File: src/rtl/mips_multicycle_control_if.sv
// Bundle of the instruction/memory handshake inputs and the datapath control
// outputs exchanged between the multi-cycle control FSM and the datapath.
interface mips_multicycle_control_if #(
  parameter int COUNT_WIDTH = 32
);
  logic [5:0]             opcode;
  logic                   mem_ready;
  logic                   PCWrite;
  logic                   PCWriteCond;
  logic                   IorD;
  logic                   MemRead;
  logic                   MemWrite;
  logic                   MemtoReg;
  logic                   IRWrite;
  logic                   RegDst;
  logic                   RegWrite;
  logic                   ALUSrcA;
  logic [1:0]             ALUSrcB;
  logic [1:0]             ALUOp;
  logic [1:0]             PCSource;
  logic                   illegal_op;
  logic [3:0]             state;
  logic [COUNT_WIDTH-1:0] retired;

  // Datapath side: supplies opcode and memory status, consumes controls.
  modport master (
    output opcode, mem_ready,
    input  PCWrite, PCWriteCond, IorD, MemRead, MemWrite, MemtoReg, IRWrite,
           RegDst, RegWrite, ALUSrcA, ALUSrcB, ALUOp, PCSource, illegal_op,
           state, retired
  );

  // Control unit side.
  modport slave (
    input  opcode, mem_ready,
    output PCWrite, PCWriteCond, IorD, MemRead, MemWrite, MemtoReg, IRWrite,
           RegDst, RegWrite, ALUSrcA, ALUSrcB, ALUOp, PCSource, illegal_op,
           state, retired
  );
endinterface

File: src/rtl/mips_multicycle_control.sv
// Main control FSM for the multi-cycle MIPS datapath. Control outputs are
// registered from the next-state decode so they line up with the state
// register; only the memory-ready driven fetch strobes and the illegal-opcode
// pulse depend combinationally on inputs.
module mips_multicycle_control #(
  parameter int COUNT_WIDTH = 32
) (
  input  logic                        clk,
  input  logic                        rst_n,
  mips_multicycle_control_if.slave    bus
);

  typedef enum logic [3:0] {
    FETCH     = 4'd0,
    DECODE    = 4'd1,
    MEMADDR   = 4'd2,
    MEMREAD   = 4'd3,
    MEMWB     = 4'd4,
    MEMWRITE  = 4'd5,
    EXECUTE   = 4'd6,
    RCOMPLETE = 4'd7,
    BRANCH    = 4'd8,
    JUMP      = 4'd9
  } state_t;

  typedef struct packed {
    logic       pc_write;
    logic       pc_write_cond;
    logic       ior_d;
    logic       mem_read;
    logic       mem_write;
    logic       mem_to_reg;
    logic       reg_dst;
    logic       reg_write;
    logic       alu_src_a;
    logic [1:0] alu_src_b;
    logic [1:0] alu_op;
    logic [1:0] pc_source;
  } ctrl_t;

  localparam logic [5:0] OP_RTYPE = 6'b000000;
  localparam logic [5:0] OP_LW    = 6'b100011;
  localparam logic [5:0] OP_SW    = 6'b101011;
  localparam logic [5:0] OP_BEQ   = 6'b000100;
  localparam logic [5:0] OP_J     = 6'b000010;

  // Moore control values for one state; unlisted fields stay 0.
  function automatic ctrl_t decode_ctrl(input state_t s);
    ctrl_t c;
    c = '0;
    case (s)
      FETCH:     begin c.mem_read = 1'b1; c.alu_src_b = 2'b01; end
      DECODE:    begin c.alu_src_b = 2'b11; end
      MEMADDR:   begin c.alu_src_a = 1'b1; c.alu_src_b = 2'b10; end
      MEMREAD:   begin c.mem_read = 1'b1; c.ior_d = 1'b1; end
      MEMWB:     begin c.reg_write = 1'b1; c.mem_to_reg = 1'b1; end
      MEMWRITE:  begin c.mem_write = 1'b1; c.ior_d = 1'b1; end
      EXECUTE:   begin c.alu_src_a = 1'b1; c.alu_op = 2'b10; end
      RCOMPLETE: begin c.reg_write = 1'b1; c.reg_dst = 1'b1; end
      BRANCH:    begin
        c.alu_src_a = 1'b1; c.alu_op = 2'b01;
        c.pc_write_cond = 1'b1; c.pc_source = 2'b01;
      end
      JUMP:      begin c.pc_write = 1'b1; c.pc_source = 2'b10; end
      default:   c = '0;
    endcase
    return c;
  endfunction

  state_t                 state_r;
  state_t                 next_s;
  ctrl_t                  ctrl_r;
  logic [COUNT_WIDTH-1:0] retired_r;
  logic                   retire_s;
  logic                   illegal_s;
  logic                   fetch_s;

  // Next-state, retire and illegal-opcode decode.
  always_comb begin
    next_s    = FETCH;
    retire_s  = 1'b0;
    illegal_s = 1'b0;
    case (state_r)
      FETCH:    next_s = bus.mem_ready ? DECODE : FETCH;
      DECODE: begin
        case (bus.opcode)
          OP_LW, OP_SW: next_s = MEMADDR;
          OP_RTYPE:     next_s = EXECUTE;
          OP_BEQ:       next_s = BRANCH;
          OP_J:         next_s = JUMP;
          default: begin
            next_s    = FETCH;
            illegal_s = 1'b1;
          end
        endcase
      end
      MEMADDR: begin
        if (bus.opcode == OP_LW) begin
          next_s = MEMREAD;
        end else if (bus.opcode == OP_SW) begin
          next_s = MEMWRITE;
        end else begin
          next_s = FETCH;
        end
      end
      MEMREAD:  next_s = bus.mem_ready ? MEMWB : MEMREAD;
      MEMWRITE: begin
        next_s   = bus.mem_ready ? FETCH : MEMWRITE;
        retire_s = bus.mem_ready;
      end
      EXECUTE:  next_s = RCOMPLETE;
      MEMWB, RCOMPLETE, BRANCH, JUMP: begin
        next_s   = FETCH;
        retire_s = 1'b1;
      end
      default:  next_s = FETCH;
    endcase
  end

  // State register with registered control outputs and retire counter.
  always_ff @(posedge clk or negedge rst_n) begin
    if (!rst_n) begin
      state_r   <= FETCH;
      ctrl_r    <= decode_ctrl(FETCH);
      retired_r <= '0;
    end else begin
      state_r <= next_s;
      ctrl_r  <= decode_ctrl(next_s);
      if (retire_s) begin
        retired_r <= retired_r + COUNT_WIDTH'(1);
      end else begin
        retired_r <= retired_r;
      end
    end
  end

  // Fetch strobes follow mem_ready and are held off while reset is asserted.
  assign fetch_s = (state_r == FETCH) && rst_n;

  assign bus.PCWrite     = ctrl_r.pc_write | (fetch_s & bus.mem_ready);
  assign bus.IRWrite     = fetch_s & bus.mem_ready;
  assign bus.PCWriteCond = ctrl_r.pc_write_cond;
  assign bus.IorD        = ctrl_r.ior_d;
  assign bus.MemRead     = ctrl_r.mem_read;
  assign bus.MemWrite    = ctrl_r.mem_write;
  assign bus.MemtoReg    = ctrl_r.mem_to_reg;
  assign bus.RegDst      = ctrl_r.reg_dst;
  assign bus.RegWrite    = ctrl_r.reg_write;
  assign bus.ALUSrcA     = ctrl_r.alu_src_a;
  assign bus.ALUSrcB     = ctrl_r.alu_src_b;
  assign bus.ALUOp       = ctrl_r.alu_op;
  assign bus.PCSource    = ctrl_r.pc_source;
  assign bus.illegal_op  = illegal_s & rst_n;
  assign bus.state       = state_r;
  assign bus.retired     = retired_r;

endmodule

File: src/flat_wrapper.sv
// flat-port wrapper written by rule: the top's interface ports become plain ports
module mips_multicycle_control_flat 
#(
  parameter int COUNT_WIDTH = 32
)
  (clk, rst_n, bus_opcode, bus_mem_ready, bus_PCWrite, bus_PCWriteCond, bus_IorD, bus_MemRead, bus_MemWrite, bus_MemtoReg, bus_IRWrite, bus_RegDst, bus_RegWrite, bus_ALUSrcA, bus_ALUSrcB, bus_ALUOp, bus_PCSource, bus_illegal_op, bus_state, bus_retired);
  mips_multicycle_control_if #(.COUNT_WIDTH(COUNT_WIDTH)) bus_i ();
  input  logic clk;
  input  logic rst_n;
  input wire logic [$bits(bus_i.opcode)-1:0] bus_opcode;
  input wire logic [$bits(bus_i.mem_ready)-1:0] bus_mem_ready;
  output wire logic [$bits(bus_i.PCWrite)-1:0] bus_PCWrite;
  output wire logic [$bits(bus_i.PCWriteCond)-1:0] bus_PCWriteCond;
  output wire logic [$bits(bus_i.IorD)-1:0] bus_IorD;
  output wire logic [$bits(bus_i.MemRead)-1:0] bus_MemRead;
  output wire logic [$bits(bus_i.MemWrite)-1:0] bus_MemWrite;
  output wire logic [$bits(bus_i.MemtoReg)-1:0] bus_MemtoReg;
  output wire logic [$bits(bus_i.IRWrite)-1:0] bus_IRWrite;
  output wire logic [$bits(bus_i.RegDst)-1:0] bus_RegDst;
  output wire logic [$bits(bus_i.RegWrite)-1:0] bus_RegWrite;
  output wire logic [$bits(bus_i.ALUSrcA)-1:0] bus_ALUSrcA;
  output wire logic [$bits(bus_i.ALUSrcB)-1:0] bus_ALUSrcB;
  output wire logic [$bits(bus_i.ALUOp)-1:0] bus_ALUOp;
  output wire logic [$bits(bus_i.PCSource)-1:0] bus_PCSource;
  output wire logic [$bits(bus_i.illegal_op)-1:0] bus_illegal_op;
  output wire logic [$bits(bus_i.state)-1:0] bus_state;
  output wire logic [$bits(bus_i.retired)-1:0] bus_retired;
  assign bus_i.opcode = bus_opcode;
  assign bus_i.mem_ready = bus_mem_ready;
  assign bus_PCWrite = bus_i.PCWrite;
  assign bus_PCWriteCond = bus_i.PCWriteCond;
  assign bus_IorD = bus_i.IorD;
  assign bus_MemRead = bus_i.MemRead;
  assign bus_MemWrite = bus_i.MemWrite;
  assign bus_MemtoReg = bus_i.MemtoReg;
  assign bus_IRWrite = bus_i.IRWrite;
  assign bus_RegDst = bus_i.RegDst;
  assign bus_RegWrite = bus_i.RegWrite;
  assign bus_ALUSrcA = bus_i.ALUSrcA;
  assign bus_ALUSrcB = bus_i.ALUSrcB;
  assign bus_ALUOp = bus_i.ALUOp;
  assign bus_PCSource = bus_i.PCSource;
  assign bus_illegal_op = bus_i.illegal_op;
  assign bus_state = bus_i.state;
  assign bus_retired = bus_i.retired;
  mips_multicycle_control #(.COUNT_WIDTH(COUNT_WIDTH)) u_core (.clk(clk), .rst_n(rst_n), .bus(bus_i));
endmodule
File: config.mk
export PLATFORM = sky130hd
export DESIGN_NAME = mips_multicycle_control_flat
export DESIGN_NICKNAME = d
export VERILOG_FILES = /design/src/rtl/mips_multicycle_control_if.sv /design/src/rtl/mips_multicycle_control.sv /design/src/flat_wrapper.sv
export SDC_FILE = /design/constraint.sdc
export NUM_CORES = 1
export LEC_CHECK = 0
export CAP_MARGIN = 20
export CELL_PAD_IN_SITES_DETAIL_PLACEMENT = 2
export CELL_PAD_IN_SITES_GLOBAL_PLACEMENT = 2
export CORE_MARGIN = 2
export CORE_UTILIZATION = 31
export CTS_BUF_LIST = sky130_fd_sc_hd__clkbuf_4
export DETAILED_ROUTE_END_ITERATION = 8
export PLACE_DENSITY = 0.92
export SLEW_MARGIN = 20
export SYNTH_ARGS = -nofsm -noshare
export SYNTH_HDL_FRONTEND = slang
export SYNTH_SLANG_ARGS = --single-unit
File: constraint.sdc
create_clock -name clk -period 2.7 [get_ports clk]
set_input_delay 0.54 -clock clk [delete_from_list [all_inputs] [get_ports clk]]
set_output_delay 0.54 -clock clk [all_outputs]
set_load 0.02 [all_outputs]
==> results_dict.tcl <==
set metrics [dict create \
    drv_cap 0 \
    post_drt_wl_per_cell_um 17.8 \
    ys_ff_latch 50 \
    cp-end-kind "output port" \
    drc_errors 0 \
    die_h_um 91.2 \
    reg2reg_depth 6 \
    detailed_place.area_sq_um 3140 \
    dieArea_sq_um 8320 \
    gr-total-overflow 0 \
    setup_violations 0 \
    period_needed_ns 2.44 \
    first_iter_violations 34 \
    first_pass_iters 4 \
    start_util_pct 32.3 \
    synth_cells 221 \
    swShare_pct 28.9 \
    cts_max_level 2 \
    slew_viol_final 0 \
    slowest_delay_ns 0.51 \
    cellLeakagePower_nw 1.44 \
    grt_use_total_pct 17.8 \
    ys_warn_count 0 \
    die_width_um 91.2 \
    placementRows 31 \
    ys_seq_area_share_pct 53.2 \
    fmaxAchievable_ghz 0.409 \
    nets 305 \
    antenna_found_initial 0 \
    relSlewSlack_pct 53.1 \
    crit_arrival_ns 1.90 \
    crit_family "buffers and inverters" \
    seqPwrFrac_pct 58.8 \
    worstPathCellList "clkdlybuf4s50_1 > nand2_1 > nor4b_2 > or2_2 > dlygate4sd2_1" \
    path_clk_slew_ns 0.14 \
    grt_pass1_wl_um 11800 \
    mostFrequentLayoutCells "clkdlybuf4s50_1, dfrtp_1, nor2_1" \
    combPwrFrac_pct 16.6 \
    status "complete, no violations" \
    ir_drop_v 0.000337 \
    rrSetupSlack_ns 0.48 \
    switchingPower_w 0.000404 \
    rsz0062_at_grt "no" \
    start_kind "primary input" \
    synth_edf_count 0 \
    fillers 808 \
    clock_sinks 50 \
    grt_max_degree 51 \
    r2r_end "u_core.bus.retired[29]" \
    numPortBuffers 61 \
    ctsHoldBuffers 0 \
    postCtsSetupBuffers 0 \
    final_common_cell "clkdlybuf4s50_1" \
    p_int_w 0.000990 \
    holdCritPathClass "in -> async" \
    crit_fanout 2 \
    routabilityCongestion 0.825 \
    vias_per_cell 4.95 \
    async_reset_ff_share_pct 100 \
    syn_nets 231 \
    first_global_vias 2232 \
    io_pins 62 \
    design_area_sq_um 3210 \
    wl_um 7000 \
    synth-main-ff-cell "dfrtp_1" \
    ant_nets 0 \
    tightest_slew_ns 0.699 \
    insertion_delay_ns 0.36 \
    pwr-share-clk_pct 24.6 \
    synth_area_sq_um 2360 \
    place_hpwl_um 5440 \
    placedCellCount 387 \
    fin_util_pct 44.1 \
    fp.coreArea_sq_um 7290 \
    skew_ns 0.0146 \
    drive_above_1_share_pct 14.6 \
    crit_type "in -> out" \
    clockBufferDepth 2 \
    area_growth_pct 36.2 \
    num_vias 1949 \
    startpoint "bus_mem_ready" \
    root_buffer "clkbuf_4" \
    synth_area_per_cell_sq_um 10.7 \
    r2r-start "u_core.bus.state[2]" \
    tritoncts "built" \
    required_ns 2.16 \
    hold_viol 0 \
    synth_cell_type_count 41 \
    diodes 0 \
    min_period_over_period_pct 90.5 \
    final_cells 394 \
    p_per_area_nw_per_um2 434 \
    critPathBufInv 2 \
    cts_buffers 5 \
    cp_slowest_cell "clkdlybuf4s50_1" \
]
-- cell usage after synthesis, types with 2 or more instances --
library cell  instances  area [sq um]
a211oi_1              2          15.0
a21oi_1               3          15.0
and3_1                3          18.8
and4_1                3          26.3
buf_2                 2          10.0
buf_4                 6          45.0
dfrtp_1              48          1200
dfstp_2               2          52.6
inv_1                10          37.5
nand2_1              18          67.6
nand3_1               9          45.0
nand4_1              11          68.8
nor2_1               21          78.8
nor2b_1               2          12.5
nor3_1               12          60.1
nor3b_1               2          15.0
nor4_1                6          37.5
nor4b_1               2          17.5
or2_2                 4          25.0
or3_1                 2          12.5
or4_4                 2          22.5
xnor2_1              19           166
xor2_1               14           123
-- routing by layer --
layer | global-route usage (%) | share of wire [%] | up-vias
met5 | 0 | 0 | -
met4 | 4.92 | 1.1 | 0
met3 | 2.74 | 2.1 | 6
met2 | 30.7 | 52 | 37
met1 | 23.1 | 45 | 999
li1 | - | - | 907
-- cell type report --
cell class	instances	area, sq um	share of cell area [%]
Sequential cell	50	1260	39.1
Inverter	10	37.5	1.17
Multi-Input combinational cell	151	1010	31.6
Timing Repair Buffer	77	729	22.7
Clock buffer	5	37.5	1.17
Clock inverter	2	13.8	0.428
Tap cell	99	124	3.86
-- state kept, by name, summed over array words and instances, names as in the netlist --
signal	flops
u_core.bus.ALUOp	2
u_core.bus.ALUSrcA	1
u_core.bus.ALUSrcB	2
u_core.bus.IorD	1
u_core.bus.MemRead	1
u_core.bus.MemWrite	1
u_core.bus.MemtoReg	1
u_core.bus.PCSource	1
u_core.bus.PCWriteCond	1
u_core.bus.RegDst	1
u_core.bus.RegWrite	1
u_core.bus.retired	32
u_core.bus.state	4
u_core.ctrl_r	1
-- power by group through the flow --
| stage | registers (W) | clock network [W] | logic, W |
|---|---|---|---|
| 2_1_floorplan | 0.000857 | 0 | 0.0000724 |
| 3_3_place_gp | 0.000830 | 0 | 0.000221 |
| 3_5_place_dp | 0.000833 | 0 | 0.000232 |
| 4_1_cts | 0.000821 | 0.000358 | 0.000235 |
| 5_1_grt | 0.000826 | 0.000387 | 0.000255 |
| 6_report | 0.000820 | 0.000343 | 0.000231 |
-- timing repair --
action | 4_1_cts | 5_1_grt
cloned | 0 | 0
resized for setup | 5 | 3
endpoints found under the setup margin | 3 | 2
-- worst max-delay path by stage --
| stage | to | slack (ns) | cells after the start |
|---|---|---|---|
| after floorplan | bus_PCWrite | 0.23 | 5 |
| after global placement | bus_PCWrite | 0.009 | 5 |
| after detailed placement | bus_PCWrite | -0.12 | 5 |
| after CTS | bus_illegal_op | 0.03 | 5 |
| after global routing | bus_PCWrite | 0.1 | 5 |
| final | bus_PCWrite | 0.26 | 5 |
-- metrics by stage --
step / setup WS (ns) / hold slack [ns] / power [W] / setup TNS, ns
2_1_floorplan: 0.229 / 0.244 / 0.000929 / 0
3_3_place_gp: 0.00892 / 0.476 / 0.00105 / 0
3_5_place_dp: -0.120 / 0.484 / 0.00107 / -0.143
4_1_cts: 0.0262 / 0.346 / 0.00141 / 0
5_1_grt: 0.0990 / 0.364 / 0.00147 / 0
6_report: 0.256 / 0.318 / 0.00139 / 0
-- cells by family (layout without fill, tap and decap cells) --
| group | Yosys count | count (layout) | share of synthesized area, % |
|---|---|---|---|
| multiplexers | 1 | 1 | 0.477 |
| AND/OR/NAND/NOR | 104 | 104 | 24.2 |
| flip-flops | 50 | 50 | 53.2 |
| adder cells (fa/ha/maj) | 1 | 1 | 0.530 |
| buffers and inverters | 20 | 94 | 4.56 |
| XOR/XNOR | 33 | 33 | 12.3 |
| AO/OA/AOI/OAI | 12 | 12 | 4.83 |
Note: power is estimated with default switching activity, not from simulation.
